**src/rtl/lut7_cfg_pkg.sv**
```systemverilog
// Shared types and sizing for the 128-entry reconfigurable LUT7 controller.
// Optional readback port is enabled by defining LUT7_CFG_READBACK_EN.
package lut7_cfg_pkg;

  localparam int WORD_W      = 32;
  localparam int NUM_WORDS   = 4;
  localparam int TABLE_DEPTH = 128;
  localparam int CNT_W       = $clog2(NUM_WORDS);
  localparam int ADR_W       = $clog2(TABLE_DEPTH);

  typedef enum logic [1:0] {
    ST_IDLE   = 2'd0,
    ST_FILL   = 2'd1,
    ST_COMMIT = 2'd2
  } state_t;

endpackage

```
**src/rtl/lut7_cfg_table.sv**
```systemverilog
// Shadow/active table storage with atomic commit and combinational lookup.
// Readback register present only when LUT7_CFG_READBACK_EN is defined.
module lut7_cfg_table
  import lut7_cfg_pkg::*;
#(
  parameter logic [TABLE_DEPTH-1:0] INIT = '0
) (
  input  logic              clk,
  input  logic              rst,
  input  logic              wr_en,
  input  logic [CNT_W-1:0]  wr_idx,
  input  logic [WORD_W-1:0] wr_data,
  input  logic              discard,
  input  logic              commit,
  input  logic [ADR_W-1:0]  adr,
  output logic              o
`ifdef LUT7_CFG_READBACK_EN
  ,
  input  logic [CNT_W-1:0]  rb_sel,
  output logic [WORD_W-1:0] rb_data
`endif
);

  logic [WORD_W-1:0]      shadow_reg [NUM_WORDS];
  logic [TABLE_DEPTH-1:0] shadow_flat;
  logic [TABLE_DEPTH-1:0] active_reg;

  // An aborted load clears the shadow so no stale words survive into the next load.
  generate
    for (genvar gi = 0; gi < NUM_WORDS; gi++) begin : g_word
      always_ff @(posedge clk) begin
        if (rst || discard) begin
          shadow_reg[gi] <= '0;
        end else if (wr_en && (wr_idx == CNT_W'(gi))) begin
          shadow_reg[gi] <= wr_data;
        end
      end
      assign shadow_flat[gi*WORD_W +: WORD_W] = shadow_reg[gi];
    end
  endgenerate

  always_ff @(posedge clk) begin
    if (rst) begin
      active_reg <= INIT;
    end else if (commit) begin
      active_reg <= shadow_flat;
    end
  end

  assign o = active_reg[adr];

`ifdef LUT7_CFG_READBACK_EN
  logic [WORD_W-1:0] rb_data_reg;

  always_ff @(posedge clk) begin
    if (rst) begin
      rb_data_reg <= '0;
    end else begin
      rb_data_reg <= active_reg[rb_sel*WORD_W +: WORD_W];
    end
  end

  assign rb_data = rb_data_reg;
`endif

endmodule

```
**src/rtl/lut7_cfg_ctrl.sv**
```systemverilog
// LUT7 configuration controller: IDLE/FILL/COMMIT load FSM driving lut7_cfg_table.
// Define LUT7_CFG_READBACK_EN to add the rb_sel/rb_data readback port.
module lut7_cfg_ctrl
  import lut7_cfg_pkg::*;
#(
  parameter logic [TABLE_DEPTH-1:0] INIT = '0,
  parameter                         LOC  = "UNPLACED"
) (
  input  logic              clk,
  input  logic              rst,
  input  logic              cfg_start,
  input  logic              cfg_abort,
  input  logic              cfg_valid,
  input  logic [WORD_W-1:0] cfg_data,
  output logic              cfg_ready,
  output logic              cfg_busy,
  output logic              cfg_done,
  input  logic [ADR_W-1:0]  adr,
  output logic              o
`ifdef LUT7_CFG_READBACK_EN
  ,
  input  logic [CNT_W-1:0]  rb_sel,
  output logic [WORD_W-1:0] rb_data
`endif
);

  state_t           state_reg, state_next;
  logic [CNT_W-1:0] cnt_reg, cnt_next;
  logic             wr_en, discard, commit;

  always_ff @(posedge clk) begin
    if (rst) begin
      state_reg <= ST_IDLE;
      cnt_reg   <= '0;
    end else begin
      state_reg <= state_next;
      cnt_reg   <= cnt_next;
    end
  end

  always_comb begin
    state_next = state_reg;
    cnt_next   = cnt_reg;
    cfg_ready  = 1'b0;
    cfg_busy   = 1'b0;
    cfg_done   = 1'b0;
    wr_en      = 1'b0;
    discard    = 1'b0;
    commit     = 1'b0;
    case (state_reg)
      ST_IDLE: begin
        if (cfg_start) begin
          state_next = ST_FILL;
          cnt_next   = '0;
        end
      end
      ST_FILL: begin
        cfg_ready = 1'b1;
        cfg_busy  = 1'b1;
        // Abort wins over a word offered in the same cycle.
        if (cfg_abort) begin
          state_next = ST_IDLE;
          discard    = 1'b1;
        end else if (cfg_valid) begin
          wr_en    = 1'b1;
          cnt_next = cnt_reg + CNT_W'(1);
          if (cnt_reg == CNT_W'(NUM_WORDS - 1)) begin
            state_next = ST_COMMIT;
          end
        end
      end
      ST_COMMIT: begin
        cfg_busy   = 1'b1;
        cfg_done   = 1'b1;
        commit     = 1'b1;
        state_next = ST_IDLE;
      end
      default: state_next = ST_IDLE;
    endcase
  end

  lut7_cfg_table #(
    .INIT (INIT)
  ) u_table (
    .clk     (clk),
    .rst     (rst),
    .wr_en   (wr_en),
    .wr_idx  (cnt_reg),
    .wr_data (cfg_data),
    .discard (discard),
    .commit  (commit),
    .adr     (adr),
    .o       (o)
`ifdef LUT7_CFG_READBACK_EN
    ,
    .rb_sel  (rb_sel),
    .rb_data (rb_data)
`endif
  );

endmodule

```
**config.mk**
```make
export PLATFORM = sky130hd
export DESIGN_NAME = lut7_cfg_ctrl
export DESIGN_NICKNAME = d
export VERILOG_FILES = /design/src/rtl/lut7_cfg_pkg.sv /design/src/rtl/lut7_cfg_table.sv /design/src/rtl/lut7_cfg_ctrl.sv
export SDC_FILE = /design/constraint.sdc
export NUM_CORES = 1
export LEC_CHECK = 0
export BUFFER_PORTS_ARGS = -buffer_cell sky130_fd_sc_hd__buf_2
export CORE_MARGIN = 5
export CORE_UTILIZATION = 31
export DETAILED_ROUTE_END_ITERATION = 10
export GPL_TIMING_DRIVEN = 1
export PLACE_DENSITY = 0.52
export SLEW_MARGIN = 10
export SYNTH_ARGS = -nofsm -noshare
export SYNTH_HDL_FRONTEND = slang
export SYNTH_SLANG_ARGS = --single-unit
```
**constraint.sdc**
```tcl
create_clock -name clk -period 2.4 [get_ports clk]
set_clock_uncertainty 0.2 [all_clocks]
set_input_delay 0.12 -clock clk [delete_from_list [all_inputs] [get_ports clk]]
set_output_delay 0.12 -clock clk [all_outputs]
set_load 0.02 [all_outputs]
```
# ---- Yosys cells after proc, flatten, opt, wreduce, memory -nomap -nowiden
# Memories as Yosys holds them, arrays and structs flattened. A register that Yosys moved wholly into a read port is not among the register bits.
# Cells that the tools add are included.
dict set report classes {
  n_addsub 1
  order_cmp 1
  eq_ne 10
  n_mux 37
  n_bitwise 4
  n_reduce_logical 11
}
# operator count
set op_table {}
lappend op_table {{two-way mux 32 bit} 4}
lappend op_table {{two-way mux 1 bit} 23}
lappend op_table {{two-way mux 2 bit} 7}
lappend op_table {{< comparator 7 x 8 -> 1 bit (second input constant)} 1}
lappend op_table {{one-hot mux 2 bit (2 select lines)} 2}
lappend op_table {{binary-select mux 1 bit (select 7 bit)} 1}
lappend op_table {{equality test 2 bit (second input constant)} 3}
lappend op_table {{inequality test 2 bit (second input constant)} 3}
lappend op_table {{inequality test 3 bit (second input constant)} 2}
lappend op_table {{equality test 2 x 1 -> 1 bit (second input constant)} 2}
lappend op_table {{logical AND 1 bit} 4}
lappend op_table {{logical NOT 2 bit} 2}
lappend op_table {{bitwise OR 1 bit} 4}
lappend op_table {{AND reduction 4 bit} 1}
lappend op_table {{AND reduction 3 bit} 1}
lappend op_table {{adder 2 x 1 -> 2 bit (second input constant)} 1}
lappend op_table {{nonzero test 2 bit} 1}
lappend op_table {{OR reduction 2 bit} 1}
lappend op_table {{logical OR 1 bit} 1}
dict set report word_totals {
  register_bits 4
  ram_bits 128
  output_inout_bits 4
  wordCells 67
  n_memories 1
}
# name words width rd rd_ports_with_merged_regs wr line
set memory_table {}
lappend memory_table {u_table.shadow_reg 4 32 4 4 4 lut7_cfg_table.sv:24} ;# logic [WORD_W-1:0] shadow_reg [NUM_WORDS];

# ---- Longest topological paths before layout
# Gate-level depths: netlist of the first run.
dict set report logic_depth {
  depth_word 8
  mapped_depth 8
}

# ---- Cells and area by module
# From an unflattened synthesis of the first run, not the netlist that was laid out.
dict set report unflattened {
  cells_unflattened 813
  hier_area_um2 10621.4
}
# mod instances cells_each area_per_inst_um2 seq_area_each_um2
set modules_own_cells {}
lappend modules_own_cells {lut7_cfg_table 1 782 10319.9 6406.1}
lappend modules_own_cells {lut7_cfg_ctrl 1 31 301.5 80.1}

# ---- Worst setup path before layout of the first run
# Ideal clock, no wire load.
dict set report synth_timing {
  path_kind {register to register}
  start {register state_reg[1]}
  end {memory u_table.shadow_reg[0][11], data pin}
  setup_ns 0.132
  arrival_time_ns 1.968
  t_required_ns 2.068
  setup_slack_ns 0.100
  stages_incl_launch_ff 9
  period_less_slack_ns 2.300
  path_cell_list {dfxtp_1 inv_1 ha_1 clkbuf_2 nand2b_1 nor3b_1 clkbuf_2 clkbuf_1 and3_1}
}
# item line
set synth_lines {}
lappend synth_lines {{start, declared} lut7_cfg_ctrl.sv:27} ;# state_t state_reg, state_next;
lappend synth_lines {{start signal, assigned} lut7_cfg_ctrl.sv:36} ;# state_reg <= state_next;
lappend synth_lines {{end, declared} lut7_cfg_table.sv:24}

# ---- Final worst setup path of the first run
dict set report layout_timing {
  start {register u_table.active_reg[7], read port of u_table.shadow_reg}
  end {output port o}
}
dict set report layout_between {
  elab_chain_cells 2
}
# item line
set layout_rtl {}
lappend layout_rtl {{start, declared} lut7_cfg_table.sv:26} ;# logic [TABLE_DEPTH-1:0] active_reg;
lappend layout_rtl {{binary-select mux 1 bit (select 7 bit)} lut7_cfg_table.sv:50} ;# assign o = active_reg[adr];
lappend layout_rtl {{two-way mux 1 bit (not written as such)} lut7_cfg_table.sv:50}
lappend layout_rtl {{end, declared} lut7_cfg_ctrl.sv:19} ;# output logic o
# No other way between the ends. The select of a mux whose other input is x is not followed.

==> flow_summary.ini, run 1 <==
[status]
run_status = finished, violations left
violations = setup timing

[global_route]
met1_usage = 0.1963
grt-ovfl-total = 0
use_met3 = 0.02122
antenna_found_initial = 1
grt_first_pass_wirelength_um = 41560
grt_pass1_vias = 6881
grt_use_met2 = 0.2194
grt_max_degree = 99
busiest_layer = met2
track_usage = 0.1372

[placement]
place_hpwl_um = 16400
globalplace.congestion = 0.8166
pre_cts_ws_ns = 0.01164
numPortBuffers = 47

[sta]
slew_violations = 0
setup_viol = 1
layout_min_cycle_time_ns = 2.727
fmaxAchievable_mhz = 366.8
rsz0062_at_grt = true
period_share = 1.136
slew-limit-headroom = 0.6866
fin_tns_setup_ns = -0.3266
hold_viol_final = 0
worstMarginPinSlew_ns = 0.4582
fin_hold_ws_ns = 0.2546
layout_setup_ws_ns = -0.3266

[route]
routed_via_density = 4.718
wl_um = 26470
wire_per_inst_um = 19.11
vias = 6535
drc = 0
ant_nets = 0
drt_first_iter_violations = 505
drt-pass1-iter-count = 5

[die]
die-area_um2 = 38220
coreArea_um2 = 34290
die_width_um = 195.5
rows = 68
ios = 48
start_util = 0.3111
die-height_um = 195.5

[yosys]
synth.area.top_cells = edfxtp_1 36%, dfxtp_1 25%, mux2i_1 13%, and3_1 5.6%, mux4_2 5.5%
synth_seq_cells = 260
syn_inst = 823
avgSynthCellArea_um2 = 12.96
synth_top_area_frac = 0.3603
yosysTopAreaCell = edfxtp_1
synthesis.nets = 874
yosys_warnings = 0
synth_top_flop_cell = dfxtp_1
syn_area_um2 = 10670
synth.distinct_cells = 38
synth_edf_count = 128
async_flop_share = 0
yosysSeqAreaShare = 0.6080

[critical_path]
cp.required_ns = 2.08
cp_slowest_cell = mux4_2
critical_path_buf_inv_count = 1
crit_path_frequent_cell = mux4_2
worst-path-stages = 5
crit_type = reg2out
regToRegStartpoint = state_reg[1]
cp-start-kind = flip-flop
critPathTopFamily = multiplexers
rr_endpoint = state_reg[0]
slowest_delay_ns = 0.48
cp_max_fo = 2
rrSetupSlack_ns = 0.35
worstRegToRegCells = 7
setup.worst_path.end_class = primary output
worstPathCellList = mux4_2, mux4_2, a32oi_2, nand4_1, buf_6
crit_arrival_ns = 2.41

[cells_and_area]
layout_common_cells = 137 x mux2i_1, 136 x nor2_1, 128 x dfxtp_1, 128 x edfxtp_1, 96 x and3_1
fin_nets = 956
drive_gt1_frac = 0.1704
layout_commonest_cell = mux2i_1
nFillCells = 3286
syn2layout_area_growth_pct = 20.76

[cts]
root_buffer = clkbuf_16
cts.htree.levels = 1
cts_num_sinks = 260
cts_buffer_depth = 3
cts-buffers-inserted = 28
cts_tree = yes
clk_latency_ns = 0.53
clk_pin_slew_ns = 0.06

[power]
intPower_mw = 7.540
power_frac_seq = 0.502
p_switching_mw = 2.060
pwr-share-comb = 0.050
p_leak_nw = 4.935
swShare = 0.2146
power.share.clock = 0.448
powerDensity_nw_per_um2 = 745.2
ir_worst_vdd_v = 0.0004707

[hold_path]
whs_endpoint = u_table.shadow_reg[3][20]
min_from = cfg_data[20]
holdPathStages = 3
worstHoldPathType = in2reg

[job]
max_cap_viol_count = 0
[logic make-up after synthesis]
group / count (synthesis) / synth area share
simple gates: 296 / 0.1407
flops: 260 / 0.6080
mux: 171 / 0.2017
buf+inv: 69 / 0.02803
fa+ha+maj: 7 / 0.008210
compound gates: 20 / 0.01325
[routing by layer]
layer  routed length (µm)  vias to the layer above
met5                    0                        -
met2                12140                       92
met3                  829                       37
li1                     -                     3154
met1                12940                     3252
met4                  560                        0
[synthesized netlist by cell type (all sizes together), types with 3 or more instances]
| master | instances |
|---|---|
| mux4 | 33 |
| nand3 | 4 |
| inv | 6 |
| ha | 7 |
| a21oi | 5 |
| edfxtp | 128 |
| nor2 | 136 |
| nor2b | 5 |
| and3 | 96 |
| and2 | 32 |
| nor4 | 3 |
| mux2i | 137 |
| nand2 | 7 |
| a21o | 7 |
| dfxtp | 132 |
| clkbuf | 41 |
| buf | 22 |
[repair_timing]
item / CTS / global route
setup buffers: 0 / 0
hold buffers: 38 / 0
pin swaps: 2 / 1
resized for setup: 7 / 3
hold endpoints to repair: 162 / 0
endpoints found under the setup margin: 1 / 1
[area by class of cell]
type,instances,area [µm²],area share
Tap cell,455,569.3,0.04419
Clock inverter,10,103.9,0.008061
Sequential cell,260,6491,0.5039
Multi-Input combinational cell,494,3901,0.3028
Timing Repair Buffer,115,962.2,0.07469
Clock buffer,42,824.5,0.06401
Inverter,6,22.52,0.001748
Antenna cell,3,7.507,0.0005827
[power by group through the flow]
stage               Clock, mW  Sequential, mW  Combinational, mW
floorplan                   0            4.91              0.223
global route             4.61            4.83              0.528
detailed placement          0            4.92              0.445
global placement            0            4.91              0.445
finish                   4.30            4.82              0.483
CTS                      4.42            4.82              0.497
[worst max-delay path by stage]
stage / from / slack [ns] / endpoint
final: u_table.active_reg[7] / -0.33 / o
after global routing: u_table.active_reg[5] / -0.40 / o
after CTS: u_table.active_reg[7] / -0.35 / o
after detailed placement: adr[1] / 0.01 / o
after global placement: adr[1] / -0.04 / o
after floorplan: state_reg[1] / 0.1 / u_table.shadow_reg[0][11]
[through the flow]
step                cells  total power [mW]    util  instance area, µm²
floorplan             823             5.128       -               10670
global placement     1292             5.358  0.3371               11560
detailed placement   1292             5.361  0.3371               11560
CTS                  1382             9.735  0.3753               12870
global route         1383             9.963  0.3756               12880
finish               1385             9.600  0.3757               12880
[worst min-delay path: stages]
cell	delay, ns
dlygate4sd3_1	0.52
buf_2	0.13
and2_1	0.12
No activity file was read; power rests on OpenSTA's default activity.
==> run 2, diff against run 1 <==
CORE_MARGIN = default   (was 5)
CTS_CLUSTER_DIAMETER = 200   (was default)
==> flow_summary.ini, run 2 (same netlist as run 1, synthesis figures left out) <==
[status]
run_status = finished, violations left
violations = setup timing

[critical_path]
cp_max_fo = 2
crit_type = reg2out
crit_arrival_ns = 2.47
cp-start-kind = flip-flop
cp.required_ns = 2.08
setup.worst_path.end_class = primary output

[cells_and_area]
nFillCells = 3256
layout_commonest_cell = mux2i_1
fin_nets = 958
final_cell_area_um2 = 12840
drive_gt1_frac = 0.1681
syn2layout_area_growth_pct = 20.34
finish.utilization = 0.3809
layout_common_cells = 137 x mux2i_1, 136 x nor2_1, 128 x dfxtp_1, 128 x edfxtp_1, 96 x and3_1
antenna_cells = 0

[cts]
cts_setup_buffers = 0
cts_tree = yes
cts_num_sinks = 260
clk_pin_slew_ns = 0.06
clk_latency_ns = 0.54
cts-buffers-inserted = 28
cts.htree.levels = 1
cts_buffer_depth = 3
root_buffer = clkbuf_16

[global_route]
grt_first_pass_wirelength_um = 39690
grt_use_met2 = 0.2383
grt-ovfl-total = 0
track_usage = 0.1460
grt_pass1_vias = 6603
busiest_layer = met2
antenna_found_initial = 0
grt_max_degree = 97
use_met3 = 0.02134
met1_usage = 0.2036

[route]
drc = 0
ant_nets = 0
vias = 6597
routed_via_density = 4.794
drt_first_iter_violations = 400
wire_per_inst_um = 18.60
drt-pass1-iter-count = 5
wl_um = 25590

[die]
die-height_um = 187.5
die-area_um2 = 35160
die_width_um = 187.5
start_util = 0.3166
rows = 67
ios = 48
coreArea_um2 = 33700

[sta]
setup_viol = 1
slew-limit-headroom = 0.4706
slew_violations = 0
rsz0062_at_grt = true
layout_min_cycle_time_ns = 2.785
hold_viol_final = 0
period_share = 1.160
worstMarginPinSlew_ns = 0.7941
fin_tns_setup_ns = -0.3851
fmaxAchievable_mhz = 359.1
layout_setup_ws_ns = -0.3851

[placement]
dpl-instance-area_um2 = 11600
place_hpwl_um = 15700
numPortBuffers = 47
globalplace.congestion = 0.7674
pre_cts_ws_ns = -0.01130

[job]
max_cap_viol_count = 0

[power]
total_power_mw = 9.400
powerDensity_nw_per_um2 = 732.3
ir_worst_vdd_v = 0.0004697
p_leak_nw = 4.922

[hold_path]
worstHoldPathType = in2reg
==> run 2: changes by cell type in the layout (fill, tap and decap cells not counted), moves of 2 or more <==
cell      change
clkbuf_1      +3
clkbuf_8      -2
buf_12        +2
diode_2       -3
buf_4         +2
==> run 2: timing repair <==
| action | CTS | global route |
|---|---|---|
| gates resized for setup | 6 | 2 |
| hold buffers | 37 | 0 |
| hold endpoints to repair | 132 | 0 |
| setup endpoints to repair | 1 | 1 |
| pin swaps | 2 | 0 |
==> run 2: routing by layer <==
| metal | wire [µm] | part of all wire |
|---|---|---|
| met1 | 12040 | 0.47 |
| met2 | 12040 | 0.47 |
| met3 | 1044 | 0.041 |
| met4 | 465 | 0.018 |
| met5 | 0 | 0 |
==> run 2: final cells by class <==
class | count | area [µm²] | share of cell area
Clock buffer | 43 | 808.3 | 0.06296
Clock inverter | 8 | 65.06 | 0.005068
Inverter | 6 | 22.52 | 0.001754
Multi-Input combinational cell | 494 | 3894 | 0.3033
Sequential cell | 260 | 6491 | 0.5057
Tap cell | 448 | 560.5 | 0.04366
Timing Repair Buffer | 117 | 996.0 | 0.07758
==> run 2: worst paths after layout <==
check,from,end,slack (ns),cells after the start
setup / recovery,u_table.active_reg[23],o,-0.39,5
hold / removal,rst,cnt_reg[1],0.21,3
setup reg to reg,state_reg[1],u_table.shadow_reg[2][16],0.18,6
hold reg to reg,u_table.shadow_reg[1][4],u_table.active_reg[36],0.28,2
==> run 2: worst max-delay path, stage by stage, from the launching register on <==
cell and delay [ns]:
dfxtp_2 0.32, mux4_2 0.46, mux4_2 0.48, a32oi_1 0.19
nand4_1 0.24, buf_4 0.24
==> run 2: where the power goes <==
part,switching (mW),internal [mW],leakage [nW]
logic,0.304,0.178,2.09
registers,0.0361,4.78,2.41
clock network,1.69,2.41,0.425
==> run 2: through the flow <==
step / instances / hold WS, ns
finish: 1376 / 0.2073
global placement: 1288 / 0.2082
floorplan: 823 / 0.08457
global route: 1376 / 0.2130
detailed placement: 1288 / 0.2106
CTS: 1376 / 0.1854
